[config.mk]
export PLATFORM = sky130hd
export DESIGN_NAME = exe_div
export DESIGN_NICKNAME = d
export VERILOG_FILES = /design/src/rtl/exe_div_pkg.sv /design/src/rtl/exe_div.sv
export SDC_FILE = /design/constraint.sdc
export NUM_CORES = 1
export LEC_CHECK = 0
export BUFFER_PORTS_ARGS = -buffer_cell sky130_fd_sc_hd__clkbuf_2
export CORE_UTILIZATION = 45
export CTS_BUF_LIST = sky130_fd_sc_hd__clkbuf_16
export DETAILED_ROUTE_END_ITERATION = 7
export PLACE_DENSITY = 0.61
export RECOVER_POWER = 25
export SYNTH_ARGS = -nofsm -noshare
export SYNTH_HDL_FRONTEND = slang
export SYNTH_SLANG_ARGS = --single-unit
[constraint.sdc]
create_clock -name clk_i -period 7.7 [get_ports clk_i]
set_input_delay 2.31 -clock clk_i [delete_from_list [all_inputs] [get_ports clk_i]]
set_output_delay 2.31 -clock clk_i [all_outputs]
set_load 0.05 [all_outputs]
[src/rtl/exe_div_pkg.sv]
// exe_div_pkg: RV32M divide decode constants and divider FSM state encoding
package exe_div_pkg;

  localparam logic [6:0] INST_TYPE_R_M = 7'b0110011;
  localparam logic [6:0] FUNCT7_MULDIV = 7'b0000001;
  localparam logic [2:0] INST_DIV      = 3'b100;
  localparam logic [2:0] INST_DIVU     = 3'b101;
  localparam logic [2:0] INST_REM      = 3'b110;
  localparam logic [2:0] INST_REMU     = 3'b111;

  typedef enum logic [1:0] {
    DIV_IDLE,
    DIV_CALC,
    DIV_DONE
  } div_state_e;

endpackage

[src/rtl/exe_div.sv]
// exe_div: iterative radix-2 restoring divider for DIV/DIVU/REM/REMU; DIV_EARLY_OUT_EN skips CALC for div-by-zero and signed overflow
module exe_div
  import exe_div_pkg::*;
#(
  parameter int XLEN = 32
) (
  input  logic            clk_i,
  input  logic            rst_i,
  input  logic [XLEN-1:0] op1_i,
  input  logic [XLEN-1:0] op2_i,
  input  logic [31:0]     inst_i,
  input  logic [4:0]      reg_waddr_i,
  input  logic            valid_i,
  input  logic            flush_i,
  output logic            stall_req_o,
  output logic [XLEN-1:0] result_o,
  output logic            result_valid_o,
  output logic            reg_we_o,
  output logic [4:0]      reg_waddr_o
);

  localparam int CW = $clog2(XLEN);
  localparam logic [XLEN-1:0] MIN_NEG = {1'b1, {(XLEN-1){1'b0}}};
`ifdef DIV_EARLY_OUT_EN
  localparam bit EARLY_OUT = 1'b1;
`else
  localparam bit EARLY_OUT = 1'b0;
`endif

  div_state_e      state;
  logic [CW-1:0]   cnt;
  logic [XLEN-1:0] dvd, dsr, rem, spec_res;
  logic            q_neg, r_neg, op_rem, special, done;
  logic [4:0]      waddr;

  logic [2:0]  funct3;
  logic        is_div, is_signed, is_rem, start, div_zero, ovf, sp;
  logic [XLEN-1:0] sp_res, q_fix, r_fix, res_n, rem_n, dvd_n;
  logic [XLEN:0]   shifted, diff;
  logic            ge;
  logic            unused_inst;

  assign funct3      = inst_i[14:12];
  assign unused_inst = ^{inst_i[24:15], inst_i[11:7]};
  assign is_div      = inst_i[6:0] == INST_TYPE_R_M && inst_i[31:25] == FUNCT7_MULDIV && funct3[2];
  assign is_signed   = funct3 == INST_DIV || funct3 == INST_REM;
  assign is_rem      = funct3 == INST_REM || funct3 == INST_REMU;
  // Reset gating keeps the stall request low while the unit is held in reset.
  assign start       = valid_i && is_div && !flush_i && state == DIV_IDLE && !rst_i;
  assign stall_req_o = start || state == DIV_CALC;

  // Special-case results are fully known at start and override the iteration.
  assign div_zero = op2_i == '0;
  assign ovf      = is_signed && op1_i == MIN_NEG && op2_i == '1;
  assign sp       = div_zero || ovf;
  assign sp_res   = div_zero ? (is_rem ? op1_i : '1) : (is_rem ? '0 : MIN_NEG);

  // One restoring step: shift {rem, dvd} left and trial-subtract the divisor.
  assign shifted = {rem, dvd[XLEN-1]};
  assign diff    = shifted - {1'b0, dsr};
  assign ge      = !diff[XLEN];
  assign rem_n   = ge ? diff[XLEN-1:0] : shifted[XLEN-1:0];
  assign dvd_n   = {dvd[XLEN-2:0], ge};
  assign q_fix   = q_neg ? -dvd_n : dvd_n;
  assign r_fix   = r_neg ? -rem_n : rem_n;
  assign res_n   = special ? spec_res : (op_rem ? r_fix : q_fix);

  assign result_valid_o = done && !flush_i;
  assign reg_we_o       = done && !flush_i;

  // Divider FSM: latch operands on start, iterate XLEN cycles, register the result into DONE.
  always_ff @(posedge clk_i or posedge rst_i)
    if (rst_i) begin
      state       <= DIV_IDLE;
      cnt         <= '0;
      dvd         <= '0;
      dsr         <= '0;
      rem         <= '0;
      q_neg       <= 1'b0;
      r_neg       <= 1'b0;
      op_rem      <= 1'b0;
      special     <= 1'b0;
      spec_res    <= '0;
      waddr       <= '0;
      done        <= 1'b0;
      result_o    <= '0;
      reg_waddr_o <= '0;
    end else begin
      case (state)
        DIV_IDLE: if (start) begin
          dvd      <= is_signed && op1_i[XLEN-1] ? -op1_i : op1_i;
          dsr      <= is_signed && op2_i[XLEN-1] ? -op2_i : op2_i;
          q_neg    <= is_signed && (op1_i[XLEN-1] ^ op2_i[XLEN-1]);
          r_neg    <= is_signed && op1_i[XLEN-1];
          op_rem   <= is_rem;
          special  <= sp;
          spec_res <= sp_res;
          waddr    <= reg_waddr_i;
          rem      <= '0;
          cnt      <= '0;
          if (EARLY_OUT && sp) begin
            state       <= DIV_DONE;
            result_o    <= sp_res;
            reg_waddr_o <= reg_waddr_i;
            done        <= 1'b1;
          end else
            state <= DIV_CALC;
        end
        DIV_CALC: if (flush_i)
          state <= DIV_IDLE;
        else begin
          rem <= rem_n;
          dvd <= dvd_n;
          cnt <= cnt + 1'b1;
          if (cnt == CW'(XLEN-1)) begin
            state       <= DIV_DONE;
            result_o    <= res_n;
            reg_waddr_o <= waddr;
            done        <= 1'b1;
          end
        end
        DIV_DONE: begin
          state <= DIV_IDLE;
          done  <= 1'b0;
        end
        default: state <= DIV_IDLE;
      endcase
    end

endmodule

Word-level counts from Yosys, hierarchy flattened
Index checks and enable logic that the tools add are counted.

storage, ports and cells
  bits of input ports = 105
  output and inout port bits = 40
  logic and storage cells = 90
  register bits = 182

cells by class
  muxes and demuxes = 26
  bitwise gates (word level) = 2
  add/sub/neg operators = 6
  reduce and logical (&&, ||, !) cells = 28
  equality and inequality tests = 14

operators with widths
  kind                    count
  $mux W32                14
  $neg A32 Y32            4
  $pmux W32 S2            2
  $eq A32 B32 Y1 const B  2
  $sub A33 B32 Y33        1
  $logic_not A32 Y1       1
  $logic_and A1 B1 Y1     12
  $mux W5                 2
  $pmux W5 S2             1
  $eq A3 B3 Y1 const B    3
  $reduce_and A3 Y1       3
  $eq A7 B1 Y1 const B    1
  $eq A7 B6 Y1 const B    1
  $mux W2                 3
  $add A5 B1 Y5 const B   1
  $eq A5 B5 Y1 const B    1
  $logic_or A1 B1 Y1      4
  $ne A2 B2 Y1 const B    2
  $pmux W2 S2             1
  $reduce_and A2 Y1       2
  $reduce_bool A2 Y1      2
  $logic_not A1 Y1        3
  $ne A3 B2 Y1 const B    1
  $eq A2 B1 Y1 const B    1
  7 further kinds         8

Longest topological paths before layout
Gate-level depths: netlist (run 1).

  word-level depth = 9
  mapped depth = 24
  gate-level depth less buffers = 20

Least setup slack after synthesis (run 1)
OpenSTA, ideal clock, no wires.

  path kind = input -> output
  start = input inst_i[26]
  end = output stall_req_o
  stages on the path = 8
  data required time = 5.390 ns
  path buffers = 4
  path slack = 1.277 ns
  data arrival time = 4.113 ns
  cells stage by stage = nor4b_1 > nand3_1 > or2_2 > clkbuf_1 > clkbuf_1 > clkbuf_1 > clkbuf_1 > nand2_1

between the ends
  word-level cells in the longest chain between the ends = 8

RTL lines
  element                           line           text
  start, declared                   exe_div.sv:11  input logic [31:0] inst_i,
  $eq A7 B1 Y1                      exe_div.sv:45  assign is_div = inst_i[6:0] == INST_TYPE_R_M && inst_i[31:25] == FUNCT7_MULDIV && funct3[2];
  $logic_and A1 B1 Y1 (2 in a row)  exe_div.sv:45
  $logic_and A1 B1 Y1 (4 in a row)  exe_div.sv:49  assign start = valid_i && is_div && !flush_i && state == DIV_IDLE && !rst_i;
  $logic_or A1 B1 Y1                exe_div.sv:50  assign stall_req_o = start || state == DIV_CALC;
  end, declared                     exe_div.sv:15  output logic stall_req_o,

No other way between the ends.

Worst setup path in the final report (run 1)
  start = input inst_i[2]
  end = output stall_req_o

between the ends
  word-level cells in the longest chain between the ends = 8

RTL lines
  element                           line
  $eq A7 B6 Y1                      exe_div.sv:45
  $logic_and A1 B1 Y1 (2 in a row)  exe_div.sv:45
  $logic_and A1 B1 Y1 (4 in a row)  exe_div.sv:49
  $logic_or A1 B1 Y1                exe_div.sv:50

No other way between the ends.

==> results.py, run 1 <==
metrics = {
    "clocking": {
        "cts_tree": "done",
        "clockRootBuffer": "clkbuf_16",
        "clk_path_buf_depth": 2,
        "clk_pin_slew_ns": 0.08,
        "cts.sinks": 182,
        "cts_setup_buffers": 0,
        "numCtsBuffers": 17,
        "clk_latency_ns": 0.46,
        "cts-resized-gates": 0,
        "htreeDepth": 4,
        "cts.hold.buffers_added": 0,
    },
    "worst_setup_path": {
        "worst_r2r_startpoint": "dvd[31]$_DFFE_PP0P_",
        "crit_top_cell": "clkbuf_2",
        "cp_slowest_cell": "or2_4",
        "crit_type": "input port to output port",
        "cp-end-kind": "output port",
        "crit_start": "inst_i[2]",
        "cp.required_ns": 5.39,
        "cp_max_fo": 87,
        "worstSetupStartpointType": "input port",
        "crit_path_cell_trace": "clkbuf_2, nor4b_1, nand3_1, or2_4, nand2_1, clkbuf_2",
        "cp.arrival_ns": 3.89,
        "r2r_setup_slack_ns": 1.74,
        "critPathMaxStageDelay_ns": 0.55,
    },
    "layout": {
        "design_area_um2": 14500,
        "layout_common_cells": "o21ai_0, nand2_1, dfrtp_1, clkbuf_2, a21oi_1",
        "final_common_cell": "o21ai_0",
        "area_growth_pct": 10.8,
        "instances_no_fill": 2085,
        "nets": 1833,
        "antennaDiodeCount": 0,
        "drive_gt1_share_pct": 11.9,
    },
    "timing": {
        "rsz0062_at_grt": "no",
        "slew_headroom_pct": -177,
        "fin_crit_ns": 6.20,
        "tightest_slew_ns": 4.14,
        "fmax_mhz": 161,
        "setup_tns_ns": 0,
        "slew_viol_final": 140,
        "hold_violations": 0,
        "finalClockSkew_ns": 0.0152,
        "finalCritPeriodShare_pct": 80.5,
        "setup_violations": 0,
    },
    "global_route": {
        "grt_overflow": 0,
        "grt_max_degree": 103,
        "track_usage_pct": 28.4,
        "grt_pass1_wl_um": 66800,
        "antenna_found_initial": 2,
        "first_global_vias": 11600,
    },
    "synthesis": {
        "synthCells": 1625,
        "ys.flop_type": "dfrtp_1",
        "postSynthAreaPerCell_um2": 8.08,
        "synth-seq-cells": 182,
        "yosysSeqAreaShare_pct": 34.7,
        "yosysUniqueCellTypes": 80,
        "async_reset_ff_share_pct": 100,
        "synth-edff-count": 0,
        "synth_warnings": 0,
        "syn_area_um2": 13100,
        "synthesis.nets": 1770,
    },
    "detailed_routing": {
        "dr_total_vias": 12500,
        "drt_pre_antenna_iters": 8,
        "routed_via_density": 6.00,
        "wl_per_cell_um": 20.1,
        "drcViolationCount": 0,
        "finalWirelength_um": 42000,
        "drt-initial-drc-count": 1019,
        "ant_nets": 0,
    },
    "hold_path": {
        "hold_start": "waddr[4]$_DFFE_PP0P_",
        "hp-class": "flop to flop",
    },
    "power": {
        "p_per_area_nw_per_um2": 200,
        "p_leak_nw": 6.24,
        "report.power.total_mw": 2.91,
        "ir_worst_vdd_mv": 0.137,
    },
    "place": {
        "place_area_um2": 14000,
        "numPortBuffers": 129,
        "gp_congestion": 0.923,
        "placed_cells": 2053,
        "dp_hpwl_um": 31200,
    },
    "floorplanning": {
        "placementRows": 62,
        "die_area_um2": 29900,
        "start_util_pct": 45.7,
        "io_pins": 145,
        "core_um2": 28700,
        "fp.dieH_um": 173,
        "die-width_um": 173,
    },
    "job": {
        "max_cap_violations": 2,
    },
    "outcome": {
        "violations": "capacitance limit, slew limit",
        "outcome": "finished with violations",
    },
}
[final cells by class]
class,count,area [um^2]
fillers,2870,14200
multi-input cells,1288,7970
flip-flops and latches,182,4550
repair buffers,142,734
well taps,384,480
clock buffers,17,425
inverters,57,215
clock inverters,15,165
[worst max-delay path, delay by kind of cell]
kind	cells	cell delay [ns]
buffers and inverters	2	0.36
AND/OR/NAND/NOR	4	1.19
[cells in the mapped netlist, types with 5 or more instances]
cell type,number,area share (%)
a211oi_1,12,0.69
a21o_1,15,0.86
a21oi_1,104,4.0
a221o_1,7,0.53
a222oi_1,8,0.61
a22oi_1,29,1.7
a31oi_1,12,0.57
and2_1,13,0.62
and3_1,13,0.62
buf_1,5,0.14
buf_2,10,0.38
clkbuf_1,79,2.3
dfrtp_1,182,35
ha_1,39,3.7
inv_1,55,1.6
mux2_2,5,0.43
mux2i_1,29,2.2
nand2_1,224,6.4
nand2b_1,6,0.29
nand3_1,49,1.9
nand3b_1,5,0.29
nand4_1,15,0.71
nor2_1,96,2.7
nor2b_1,9,0.43
nor3_1,33,1.3
nor4_1,12,0.57
nor4b_1,6,0.40
o211ai_1,13,0.74
o21a_1,8,0.46
o21ai_0,230,8.8
o22ai_1,6,0.29
o31ai_1,24,1.4
o41ai_1,16,1.1
or2_2,7,0.33
or3_1,26,1.2
or4_1,13,0.74
xnor2_1,72,4.8
xor2_1,69,4.6
[where the power goes]
part / switching, mW / total, mW / internal (mW)
clock network: 0.436 / 0.898 / 0.462
logic: 0.630 / 0.980 / 0.350
registers: 0.0474 / 1.03 / 0.984
[per-layer routing]
metal  global-route usage [%]  share of wire (%)  vias up  routed length [um]
li1                         -                  -     5982                   -
met1                     42.0                 48     6039               20300
met2                     41.4                 42      444               17800
met3                     5.94                7.3       54                3070
met4                     8.19                2.2        0                 909
met5                        0                  0        -                   0
[sequential cells by signal, indices dropped and copies added (netlist names)]
name and flops:
dsr 32, special 1, rem 32, reg_waddr_o 5
spec_res 32, cnt 5, r_neg 1, done 1
q_neg 1, state 2, waddr 5, dvd 32
op_rem 1, result_o 32
[worst paths after layout]
path	endpoint	cells past startpoint
min in group asynchronous	dvd[29]$_DFFE_PP0P_	2
setup / recovery	stall_req_o	6
hold reg to reg	reg_waddr_o[4]$_DFFE_PP0P_	2
setup reg to reg	result_o[24]$_DFFE_PP0P_	19
hold / removal	reg_waddr_o[4]$_DFFE_PP0P_	2
max in group asynchronous	spec_res[14]$_DFFE_PP0P_	3
[stage by stage]
step / setup slack, ns / utilization (%) / hold WS [ns]
after detailed placement: 1.49 / 48.7 / 0.452
after CTS: 1.48 / 50.7 / 0.471
after floorplan: 0.446 / - / 0.439
final: 1.50 / 50.7 / 0.473
after global routing: 1.30 / 50.7 / 0.489
after global placement: 1.50 / 48.7 / 0.446
[logic make-up after synthesis]
logic type / after synthesis / share of synthesized area (%)
simple gates: 544 / 19.8
buf+inv: 155 / 4.73
xor+xnor: 141 / 9.41
flops: 182 / 34.7
fa+ha+maj: 40 / 3.87
mux: 35 / 2.75
compound gates: 528 / 24.8
(Power assumes the default switching activity.)
==> inputs of run 2 (changes only) <==
==> constraint.sdc (replaced) <==
create_clock -name clk_i -period 6 [get_ports clk_i]
set_input_delay 1.8 -clock clk_i [delete_from_list [all_inputs] [get_ports clk_i]]
set_output_delay 1.8 -clock clk_i [all_outputs]
set_load 0.05 [all_outputs]
==> run 2 against run 1 <==
  * Largest power group unchanged
  * Sequential share of layout area fell by 0.27 points
  * Clock power is 35% higher
  * Worst setup slack got worse by 0.74 ns
  * The flow still finishes with violations (capacitance limit, slew limit)
  * Critical path depth rose by 13
==> results.py, run 2 (synthesis results as in run 1) <==
metrics = {
    "outcome": {
        "outcome": "finished with violations",
        "violations": "capacitance limit, slew limit",
    },
    "timing": {
        "fin_crit_ns": 5.24,
        "rsz0062_at_grt": "no",
        "finalClockSkew_ns": 0.0120,
        "setup_violations": 0,
        "slew_headroom_pct": -75.5,
        "finalCritPeriodShare_pct": 87.3,
        "fmax_mhz": 191,
        "setup_tns_ns": 0,
        "tightest_slew_ns": 2.63,
        "hold_violations": 0,
        "slew_viol_final": 183,
    },
    "power": {
        "switching_share_pct": 39.3,
        "pwr-share-comb_pct": 33.2,
        "seqPwrFrac_pct": 34.9,
        "clkPwrFrac_pct": 31.9,
        "p_leak_nw": 6.30,
        "p_per_area_nw_per_um2": 259,
        "p_switching_mw": 1.49,
        "ir_worst_vdd_mv": 0.221,
        "cellInternalPower_mw": 2.30,
    },
    "clocking": {
        "clk_pin_slew_ns": 0.08,
        "cts_setup_buffers": 0,
        "cts_tree": "done",
        "clk_path_buf_depth": 2,
        "clockRootBuffer": "clkbuf_16",
        "numCtsBuffers": 17,
        "cts.hold.buffers_added": 0,
        "clk_latency_ns": 0.45,
        "htreeDepth": 4,
        "cts-resized-gates": 0,
        "cts.sinks": 182,
    },
    "detailed_routing": {
        "routed_via_density": 6.00,
        "wl_per_cell_um": 20.1,
        "dr_total_vias": 12600,
        "drt-initial-drc-count": 1034,
        "ant_nets": 0,
        "drt_pre_antenna_iters": 7,
        "drcViolationCount": 0,
        "finalWirelength_um": 42000,
    },
    "layout": {
        "final_common_cell": "o21ai_0",
        "area_growth_pct": 11.8,
        "antennaDiodeCount": 0,
        "drive_gt1_share_pct": 12.6,
        "design_area_um2": 14700,
        "nFillCells": 2836,
        "layout_common_cells": "o21ai_0, nand2_1, dfrtp_1, clkbuf_2, a21oi_1",
        "nets": 1841,
    },
    "place": {
        "gp_congestion": 0.944,
        "dp_hpwl_um": 31300,
        "place_area_um2": 14000,
        "numPortBuffers": 129,
    },
    "worst_setup_path": {
        "cp.arrival_ns": 5.55,
        "cp-end-kind": "flop",
        "worstSetupStartpointType": "flop",
        "crit_type": "flop to flop",
        "cp.required_ns": 6.31,
        "cp_max_fo": 10,
    },
    "floorplanning": {
        "core_um2": 28700,
        "die_area_um2": 29900,
        "io_pins": 145,
        "placementRows": 62,
        "die-width_um": 173,
        "fp.dieH_um": 173,
        "start_util_pct": 45.7,
    },
    "global_route": {
        "first_global_vias": 11600,
        "grt_overflow": 0,
        "grt_max_degree": 183,
        "grt_pass1_wl_um": 66400,
        "antenna_found_initial": 0,
        "track_usage_pct": 28.4,
    },
    "job": {
        "max_cap_violations": 1,
    },
    "hold_path": {
        "hp-class": "flop to flop",
    },
}
==> run 2: changes by cell type in the layout (fill, tap and decap cells not counted), sizes merged <==
cell / previous run / this run
buf: 11 / 20
bufinv: 1 / 0
clkbuf: 148 / 147
clkinv: 6 / 7
==> run 2: path summary, 6_finish.rpt <==
check	from	end	slack (ns)	cells after the start
setup / recovery	dvd[31]$_DFFE_PP0P_	result_o[24]$_DFFE_PP0P_	0.76	19
hold / removal	waddr[4]$_DFFE_PP0P_	reg_waddr_o[4]$_DFFE_PP0P_	0.47	2
setup reg to reg	dvd[31]$_DFFE_PP0P_	result_o[24]$_DFFE_PP0P_	0.76	19
hold reg to reg	waddr[4]$_DFFE_PP0P_	reg_waddr_o[4]$_DFFE_PP0P_	0.47	2
min in group asynchronous	rst_i	spec_res[29]$_DFFE_PP0P_	2.18	3
max in group asynchronous	rst_i	rem[24]$_DFFE_PP0P_	2.00	3
==> run 2: power groups by stage <==
stage	Clock, mW	Combinational, mW	Sequential [mW]
2_1_floorplan	0	0.907	1.32
3_3_place_gp	0	1.23	1.34
3_5_place_dp	0	1.24	1.35
4_1_cts	1.23	1.25	1.32
5_1_grt	1.27	1.37	1.33
6_report	1.21	1.26	1.32
==> run 2: area by class of cell <==
cell class                 count  area [um^2]  share of cell area, %
timing repair buffer         150          815                   5.55
inverter                      57          218                   1.48
clock buffer                  17          425                   2.90
sequential                   182         4550                   31.0
multi-input combinational   1288         7970                   54.3
clock inverter                15          209                   1.42
tap                          384          480                   3.28
==> run 2: worst max-delay path, cell delays in order (launching register included) <==
cell	delay, ns
dfrtp_1	0.44
inv_1	0.11
ha_1	0.18
fa_1	0.22
nor2b_1	0.08
o2111ai_1	0.41
a21oi_2	0.15
a211o_1	0.44
a311oi_4	0.64
nor2_4	0.08
inv_2	0.18
nor2_1	0.06
a21oi_1	0.23
ha_1	0.25
o21ai_0	0.17
or2_1	0.38
o41ai_1	0.48
xor2_1	0.18
a222oi_1	0.32
o21ai_1	0.10
==> run 2: layer usage <==
metal	vias to the layer above	part of all wire (%)	GRT usage (%)	wire length, um
met4	0	1.5	6.53	627
li1	5998	-	-	-
met2	455	44	42.3	18300
met3	40	6.9	4.88	2900
met5	-	0	0	0
met1	6069	48	42.7	20100
==> run 2: stage by stage <==
stage	utilization, %	instances	total power, mW	setup slack [ns]	hold slack, ns
global placement	48.9	2061	2.57	0.948	0.448
CTS	51.2	2093	3.80	0.856	0.477
detailed placement	48.9	2061	2.59	0.870	0.457
finish	51.1	2093	3.79	0.762	0.474
floorplan	-	1625	2.23	0.597	0.439
global route	51.1	2093	3.98	0.452	0.490
